--- src/rtl/hit_judge.sv ---
// ============================================================================
// Module   : hit_judge
// Purpose  : Judges button presses against the active-mole mask and issues
//            miss / partial-hit / full-clear pulses plus a per-hole clear.
// Revision : 1.0 - initial release
// ============================================================================
`default_nettype none

module hit_judge #(
  parameter int NUM_HOLES      = 4,
  parameter int LOCKOUT_CYCLES = 1000
) (
  input  logic                 clk,
  input  logic                 reset_n,
  input  logic                 game_active,
  input  logic [NUM_HOLES-1:0] buttons,
  input  logic [NUM_HOLES-1:0] mole_active,
  input  logic                 mole_expired,
  output logic                 miss,
  output logic                 non_full_clear_hit,
  output logic                 full_clear_hit,
  output logic [NUM_HOLES-1:0] mole_clear,
  output logic                 busy
);

  localparam int CNT_W = (LOCKOUT_CYCLES > 0) ? $clog2(LOCKOUT_CYCLES + 1) : 1;
  localparam logic [CNT_W-1:0] LOCK_LOAD = CNT_W'(LOCKOUT_CYCLES);

  typedef enum logic [0:0] {
    IDLE    = 1'b0,
    LOCKOUT = 1'b1
  } state_t;

  state_t               state_q, state_d;
  logic [CNT_W-1:0]     cnt_q, cnt_d;
  logic                 pending_q, pending_d;
  logic [NUM_HOLES-1:0] sync1_q, sync1_d;
  logic [NUM_HOLES-1:0] sync2_q, sync2_d;
  logic [NUM_HOLES-1:0] prev_q, prev_d;
  logic [NUM_HOLES-1:0] edge_q, edge_d;
  logic                 miss_q, miss_d;
  logic                 nfch_q, nfch_d;
  logic                 fch_q, fch_d;
  logic [NUM_HOLES-1:0] clear_q, clear_d;

  logic [NUM_HOLES-1:0] sel_onehot;
  logic                 sel_found;
  logic                 sel_hit;
  logic                 sel_full;
  logic                 want_exp;
  logic                 decide;

  // Lowest-index edge wins; the rest of that cycle's edges are discarded.
  always_comb begin
    sel_onehot = '0;
    sel_found  = 1'b0;
    for (int k = 0; k < NUM_HOLES; k++) begin
      if (edge_q[k] && !sel_found) begin
        sel_found     = 1'b1;
        sel_onehot[k] = 1'b1;
      end
    end
    sel_hit  = |(sel_onehot & mole_active);
    sel_full = (mole_active == sel_onehot);
  end

  always_comb begin
    sync1_d   = buttons;
    sync2_d   = sync1_q;
    prev_d    = sync2_q;
    edge_d    = sync2_q & ~prev_q;
    state_d   = state_q;
    cnt_d     = cnt_q;
    pending_d = pending_q;
    miss_d    = 1'b0;
    nfch_d    = 1'b0;
    fch_d     = 1'b0;
    clear_d   = '0;
    want_exp  = pending_q | mole_expired;
    decide    = 1'b0;

    if (!game_active) begin
      state_d   = IDLE;
      cnt_d     = '0;
      pending_d = 1'b0;
    end else begin
      decide = (state_q == IDLE) && sel_found;
      if (decide) begin
        if (!sel_hit) begin
          miss_d = 1'b1;
        end else if (sel_full) begin
          fch_d   = 1'b1;
          clear_d = sel_onehot;
        end else begin
          nfch_d  = 1'b1;
          clear_d = sel_onehot;
        end
        // An expiry colliding with a judgement is deferred by one cycle.
        pending_d = want_exp;
        if (LOCKOUT_CYCLES > 0) begin
          state_d = LOCKOUT;
          cnt_d   = LOCK_LOAD;
        end
      end else if (want_exp) begin
        miss_d    = 1'b1;
        pending_d = 1'b0;
      end

      if (state_q == LOCKOUT) begin
        cnt_d = cnt_q - CNT_W'(1);
        if (cnt_d == '0) begin
          state_d = IDLE;
        end
      end
    end
  end

  always_ff @(posedge clk or negedge reset_n) begin
    if (!reset_n) begin
      state_q   <= IDLE;
      cnt_q     <= '0;
      pending_q <= 1'b0;
      sync1_q   <= '0;
      sync2_q   <= '0;
      prev_q    <= '0;
      edge_q    <= '0;
      miss_q    <= 1'b0;
      nfch_q    <= 1'b0;
      fch_q     <= 1'b0;
      clear_q   <= '0;
    end else begin
      state_q   <= state_d;
      cnt_q     <= cnt_d;
      pending_q <= pending_d;
      sync1_q   <= sync1_d;
      sync2_q   <= sync2_d;
      prev_q    <= prev_d;
      edge_q    <= edge_d;
      miss_q    <= miss_d;
      nfch_q    <= nfch_d;
      fch_q     <= fch_d;
      clear_q   <= clear_d;
    end
  end

  assign miss               = miss_q;
  assign non_full_clear_hit = nfch_q;
  assign full_clear_hit     = fch_q;
  assign mole_clear         = clear_q;
  assign busy               = (state_q == LOCKOUT);

endmodule

`default_nettype wire

--- config.mk ---
export PLATFORM = sky130hd
export DESIGN_NAME = hit_judge
export DESIGN_NICKNAME = d
export VERILOG_FILES = /design/src/rtl/hit_judge.sv
export SDC_FILE = /design/constraint.sdc
export NUM_CORES = 1
export LEC_CHECK = 0
export CAP_MARGIN = 20
export CORE_ASPECT_RATIO = 0.8
export CORE_MARGIN = 5
export CORE_UTILIZATION = 50
export DETAILED_ROUTE_END_ITERATION = 6
export PLACE_DENSITY = 0.73
export SLEW_MARGIN = 20
export SYNTH_ARGS = -nofsm -noshare
export SYNTH_HDL_FRONTEND = slang
export SYNTH_SLANG_ARGS = --single-unit
--- constraint.sdc ---
create_clock -name clk -period 3.84 [get_ports clk]
set_input_delay 0.768 -clock clk [delete_from_list [all_inputs] [get_ports clk]]
set_output_delay 0.768 -clock clk [all_outputs]
set_load 0.1 [all_outputs]
==> impl_metrics.py, run 1 <==
metrics = {
    "yosys": {
        "yosys-top-cells-area": "sky130_fd_sc_hd__dfrtp_1 58%, sky130_fd_sc_hd__nor2b_1 6.2%, sky130_fd_sc_hd__ha_1 4.9%, sky130_fd_sc_hd__o21ai_0 3.0%, sky130_fd_sc_hd__xnor2_1 1.7%",
        "net_count_after_synthesis": 146,
        "synth_most_common_cell": "sky130_fd_sc_hd__dfrtp_1",
        "postSynthRegisterBits": 35,
        "yosys_warning_total": 0,
        "synth_area_um2": 1520,
        "netlist.area_leader.share_pct": 57.6,
        "synth.top_cells.by_count": "35 x sky130_fd_sc_hd__dfrtp_1, 15 x sky130_fd_sc_hd__nor2b_1, 9 x sky130_fd_sc_hd__o21ai_0",
        "yosysSeqAreaShare_pct": 57.6,
        "synth_edf_count": 0,
        "syn_area_per_cell_um2": 11.9,
        "yosys_most_used_dff": "sky130_fd_sc_hd__dfrtp_1",
        "synth_async_sr_flop_share_pct": 100,
        "post_synth_inst_count": 128,
        "synth_area_leader_cell": "sky130_fd_sc_hd__dfrtp_1",
        "cell_variety_after_synth": 34,
    },
    "pwr": {
        "vdd_ir_drop_max_uv": 269,
        "switching_power_w": 0.000241,
        "fin_total_pwr_w": 0.000888,
        "leakage_nw": 0.816,
        "p_per_area_nw_per_um2": 484,
        "share_clk_of_total_power_pct": 36.8,
        "cell_int_power_w": 0.000647,
        "seq_power_share_pct": 47.5,
        "power_frac_comb_pct": 15.7,
        "swShare_pct": 27.2,
    },
    "floorplanning": {
        "core-area_um2": 2830,
        "chip_height_um": 59.3,
        "die-width_um": 71.7,
        "die_area_um2": 4250,
        "fp-row-count": 17,
        "initial_utilization_pct": 53.7,
        "ioPinCount": 20,
    },
    "cts": {
        "cts.hold.buffers_added": 0,
        "clock-sinks": 35,
        "cts_post_setup_buffers_inserted": 0,
        "cts-buffers-inserted": 5,
        "latest_clock_arrival_within_the_worst_skew_pair_ns": 0.29,
        "max-clock-path-buffers": 2,
        "clock_tree.htree_level_count": 2,
        "post_cts_resize_count": 0,
        "root_buffer": "sky130_fd_sc_hd__clkbuf_8",
        "tritoncts": "yes",
        "clk_transition_reported_paths_ns": 0.07,
    },
    "cells_and_area": {
        "antenna-diode-count": 0,
        "finish.net_count": 166,
        "utilization_pct": 64.8,
        "syn2layout_area_growth_pct": 20.6,
        "final_layout_size_suffix_gt1_share_pct": 8.72,
        "fill_cells": 208,
    },
    "worst_hold_path": {
        "hold_path_depth": 0,
        "hold_path_startpoint": "sync1_q[2]",
        "worstHoldEndpoint": "prev_d[2]",
        "min_delay_path_class": "reg2reg",
    },
    "critical_path": {
        "critPathLaunchType": "flop",
        "worst_setup_path_end_kind": "output port",
        "crit_arrival_ns": 2.12,
        "reg_to_reg_startpoint": "cnt_q[1]",
        "ff2ff_setup_slack_ns": 1.85,
        "cp_cell_sequence": "clkdlybuf4s50_1",
        "worst_path_max_delay_cell": "sky130_fd_sc_hd__clkdlybuf4s50_1",
        "critical_path_buf_inv_count": 1,
        "timing.setup.critical_path_class": "reg2out",
        "crit_fanout": 15,
        "cp_slowest_stage_delay_ns": 1.22,
        "rr_endpoint": "cnt_q[6]",
        "worst-endpoint-required_ns": 3.07,
        "ff2ff_path_depth": 6,
        "critPathTopFamily": "buffers and inverters",
    },
    "sta": {
        "timing.final.max_slew_violations": 0,
        "worst-slew-pin-transition_ns": 0.983,
        "fmax_mhz": 346,
        "finalSetupViolCount": 0,
        "finalCriticalPeriod_ns": 2.89,
        "rsz0062_at_grt": "false",
        "fin_tns_setup_ns": 0,
        "finalClockSkew_ns": 0.00288,
        "final_critical_path_setup_slack_ns": 0.949,
        "report.final.hold_viol_count": 0,
        "relSlewSlack_pct": 34.3,
        "layout_worst_path_cycle_share_pct": 75.3,
    },
    "detailed_routing": {
        "overall_via_count_from_detail_route": 994,
        "routed_wl_mm": 2.70,
        "dr.first_iter.drc_count": 45,
        "ant_nets": 0,
        "avgViaCountPerCell": 5.32,
        "drc": 0,
        "drt_first_pass_iters": 4,
        "route.detailed.wl_per_inst_um": 14.5,
    },
    "global_routing": {
        "grt_pass1_vias": 986,
        "antenna_found_initial": 0,
        "grt_first_pass_wirelength_mm": 4.71,
        "grt_start_max_net_pins": 36,
        "track_usage_pct": 15.3,
        "global_route.overflow_total": 0,
    },
    "place": {
        "port-buffer-count": 19,
        "routabilityCongestion": 0.815,
        "dp_slack_ns": 1.25,
        "dp_hpwl_mm": 1.91,
    },
    "outcome": {
        "outcome": "complete, no violations",
    },
    "run": {
        "cap_viol_max_count": 0,
    },
}
routing by layer:
layer | global-route usage (%) | up-vias | share of wire (%)
li1 | - | 485 | -
met3 | 4.92 | 8 | 6.0
met2 | 23.6 | 28 | 48
met1 | 18.3 | 473 | 43
met5 | 0 | - | 0
met4 | 10.5 | 0 | 2.9
cell families (layout without fill, tap and decap cells):
kind of cell               after synthesis  in the layout  synth area share, %
DFF                                     35             35                 57.6
adders and majority gates                6              6                 4.94
and+or+nand+nor                         45             45                 18.8
muxes                                    2              2                 1.32
xor gates and xnor gates                 6              6                 3.46
buffers and inverters                   10             31                 3.70
AOI/OAI and AO/OA                       24             24                 10.2
cell usage in the layout (no fill, tap or decap), drive strengths merged:
cell and count:
o211ai 2, xor2 3, or3 1, clkinv 2
or4b 2, nor4 3, nor3b 2, xnor2 3
mux2i 2, nor3 1, buf 1, or4 4
dfrtp 35, o21ai 9, nor4b 2, bufinv 1
inv 3, a22oi 2, nor2 6, o311a 1
a21oi 5, or2 1, ha 6, clkbuf 5
o21bai 1, nand2b 2, nand3 1, clkdlybuf4s50 19
nor2b 15, nand2 5, a31oi 2, o211a 2
stage by stage:
stage / hold WS, ns / instances / cell area, µm²
floorplan: 0.331 / 128 / 1520
global placement: 0.336 / 179 / 1720
detailed placement: 0.339 / 179 / 1720
CTS: 0.358 / 187 / 1830
global route: 0.380 / 187 / 1830
finish: 0.353 / 187 / 1830
power groups by stage:
| stage | sequential, W | clock (W) | combinational, W |
|---|---|---|---|
| floorplan | 0.000433 | 0 | 0.0000972 |
| global placement | 0.000426 | 0 | 0.000135 |
| detailed placement | 0.000428 | 0 | 0.000139 |
| CTS | 0.000421 | 0.000339 | 0.000140 |
| global route | 0.000426 | 0.000357 | 0.000156 |
| finish | 0.000421 | 0.000327 | 0.000139 |
flip-flops by register name, indices dropped and copies added (netlist names), 4 cells and up:
name        flops
cnt_q          10
edge_q          4
mole_clear      4
prev_d          4
prev_q          4
sync1_q         4
worst max path at each step:
stage / startpoint / to / slack [ns] / cells after the start
finish: busy / busy / 0.95 / 1
global route: busy / busy / 0.87 / 1
CTS: busy / busy / 0.92 / 1
detailed placement: busy / busy / 1.25 / 1
global placement: busy / busy / 1.29 / 1
floorplan: cnt_q[2] / busy / 1.97 / 6
final cells by class:
class	count	area, µm²	share of cell area [%]
Timing Repair Buffer	20	198	10.8
Clock buffer	5	68.8	3.75
Inverter	3	11.3	0.614
Clock inverter	3	43.8	2.39
Sequential cell	35	876	47.8
Tap cell	38	47.5	2.59
Multi-Input combinational cell	83	588	32.1
Power figures use the tool's default switching activity.
==> run 2, diff against run 1 <==
==> constraint.sdc (replaced) <==
create_clock -name clk -period 2.8 [get_ports clk]
set_input_delay 0.56 -clock clk [delete_from_list [all_inputs] [get_ports clk]]
set_output_delay 0.56 -clock clk [all_outputs]
set_load 0.1 [all_outputs]
==> run 2 against run 1 <==
- non-clock buffer count up 1
- cell count grew 0.53%
- clock power up 34%
- register-to-register slack worse by 1.1 ns
- worst hold slack improved by 0.0030 ns
- flip-flop and latch count is the same
- global-route usage fell by 1.4 points
- combinational power increased by 38%
- sequential share of layout area up 0.33 points
- total power up 36%
- wire length is 9.5% lower
- design area decreased by 0.68%
- critical endpoint is now non_full_clear_hit
- largest cell class unchanged
==> impl_metrics.py, run 2 (synthesis results as in run 1) <==
metrics = {
    "floorplanning": {
        "die_area_um2": 4250,
        "die-width_um": 71.7,
        "core-area_um2": 2830,
        "fp-row-count": 17,
        "chip_height_um": 59.3,
        "initial_utilization_pct": 53.7,
        "ioPinCount": 20,
    },
    "pwr": {
        "vdd_ir_drop_max_uv": 610,
        "leakage_nw": 0.836,
        "swShare_pct": 26.4,
        "p_per_area_nw_per_um2": 662,
        "cell_int_power_w": 0.000887,
        "share_clk_of_total_power_pct": 36.5,
        "switching_power_w": 0.000317,
        "power_frac_comb_pct": 15.9,
        "seq_power_share_pct": 47.6,
    },
    "critical_path": {
        "crit_arrival_ns": 2.17,
        "crit_fanout": 6,
        "worst-endpoint-required_ns": 2.96,
        "timing.setup.critical_path_class": "reg2reg",
        "worst_path_max_delay_cell": "sky130_fd_sc_hd__or4_1",
        "reg_to_reg_startpoint": "edge_q[0]",
        "cp_slowest_stage_delay_ns": 0.50,
        "ff2ff_path_depth": 4,
        "critPathLaunchType": "flop",
        "rr_endpoint": "non_full_clear_hit",
        "cp_cell_sequence": "nor4b_1 > ha_1 > or4_1 > nor2b_1",
        "ff2ff_setup_slack_ns": 0.80,
        "worst_setup_path_end_kind": "flop",
    },
    "global_routing": {
        "antenna_found_initial": 0,
        "track_usage_pct": 13.9,
        "grt_first_pass_wirelength_mm": 4.43,
        "global_route.overflow_total": 0,
        "grt_start_max_net_pins": 36,
        "grt_pass1_vias": 966,
    },
    "detailed_routing": {
        "drt_first_pass_iters": 4,
        "dr.first_iter.drc_count": 59,
        "routed_wl_mm": 2.45,
        "avgViaCountPerCell": 5.27,
        "route.detailed.wl_per_inst_um": 13.0,
        "drc": 0,
        "overall_via_count_from_detail_route": 990,
        "ant_nets": 0,
    },
    "place": {
        "dp_hpwl_mm": 1.79,
        "routabilityCongestion": 0.799,
        "port-buffer-count": 19,
    },
    "sta": {
        "fin_tns_setup_ns": 0,
        "final.hold.worst_slack_ns": 0.356,
        "finalSetupViolCount": 0,
        "layout_worst_path_cycle_share_pct": 71.6,
        "rsz0062_at_grt": "false",
        "fmax_mhz": 499,
        "report.final.hold_viol_count": 0,
        "worst-slew-pin-transition_ns": 0.446,
        "timing.final.max_slew_violations": 0,
        "relSlewSlack_pct": 69.9,
        "finalClockSkew_ns": 0.00495,
        "finalCriticalPeriod_ns": 2.00,
    },
    "cells_and_area": {
        "utilization_pct": 64.4,
        "antenna-diode-count": 0,
        "top_library_cells_by_usage_in_the_layout_fill_and_taps_aside": "35 x sky130_fd_sc_hd__dfrtp_1, 15 x sky130_fd_sc_hd__nor2b_1, 11 x sky130_fd_sc_hd__clkdlybuf4s50_1, 10 x sky130_fd_sc_hd__buf_4, 9 x sky130_fd_sc_hd__o21ai_0",
        "register_with_the_most_flip_flops": "cnt_q",
        "mostFrequentLayoutCell": "sky130_fd_sc_hd__dfrtp_1",
        "syn2layout_area_growth_pct": 19.8,
        "largest_register_ff_count": 10,
        "finish.net_count": 167,
        "fill_cells": 215,
        "final_layout_size_suffix_gt1_share_pct": 14.7,
    },
    "cts": {
        "clk_transition_reported_paths_ns": 0.07,
        "root_buffer": "sky130_fd_sc_hd__clkbuf_8",
        "cts.hold.buffers_added": 0,
        "cts-buffers-inserted": 5,
        "cts_post_setup_buffers_inserted": 0,
        "clock-sinks": 35,
        "post_cts_resize_count": 0,
        "max-clock-path-buffers": 2,
        "tritoncts": "yes",
        "latest_clock_arrival_within_the_worst_skew_pair_ns": 0.29,
        "clock_tree.htree_level_count": 2,
    },
    "outcome": {
        "outcome": "complete, no violations",
    },
    "worst_hold_path": {
        "hold_path_depth": 0,
        "hold_path_startpoint": "sync1_q[2]",
        "min_delay_path_class": "reg2reg",
        "worstHoldEndpoint": "prev_d[2]",
    },
    "run": {
        "cap_viol_max_count": 0,
    },
}
run 2: layout make-up:
type                       instances  area [µm²]  area share (%)
tap                               38        47.5            2.61
clock inverter                     3        43.8            2.41
multi-input combinational         83         588            32.3
timing repair buffer              21         185            10.2
inverter                           3        11.3           0.619
clock buffer                       5        68.8            3.78
sequential                        35         876            48.1
run 2: stage by stage:
step,worst slack (ns),area [µm²],cells,power (W)
2_1_floorplan,0.933,1520,128,0.000727
3_3_place_gp,0.721,1710,180,0.000769
3_5_place_dp,0.667,1710,180,0.000776
4_1_cts,0.800,1820,188,0.00122
5_1_grt,0.706,1820,188,0.00128
6_report,0.796,1820,188,0.00120
run 2: critical path: cells and delay by family, from the launching register on:
kind / cells / cell delay [ns]
and+or+nand+nor: 3 / 1.12
adders and majority gates: 1 / 0.31
DFF: 1 / 0.44
run 2: layer usage:
layer / share of wire (%) / track usage, % / up-vias
li1: - / - / 487
met1: 47 / 17.8 / 478
met2: 45 / 20.5 / 19
met3: 5.2 / 4.58 / 6
met4: 2.3 / 8.04 / 0
met5: 0 / 0 / -
run 2: how the worst max path moves through the flow:
stage | start | end
2_1_floorplan | cnt_q[2] | busy
3_3_place_gp | mole_active[1] | full_clear_hit
3_5_place_dp | mole_active[1] | non_full_clear_hit
4_1_cts | edge_q[0] | non_full_clear_hit
5_1_grt | edge_q[0] | non_full_clear_hit
6_report | edge_q[0] | non_full_clear_hit
run 2: power groups by stage:
stage          Sequential [W]  Combinational, W  Clock (W)
5_1_grt              0.000580          0.000213   0.000483
6_report             0.000573          0.000192   0.000439
3_5_place_dp         0.000583          0.000193          0
3_3_place_gp         0.000580          0.000189          0
4_1_cts              0.000573          0.000194   0.000454
2_1_floorplan        0.000593          0.000133          0
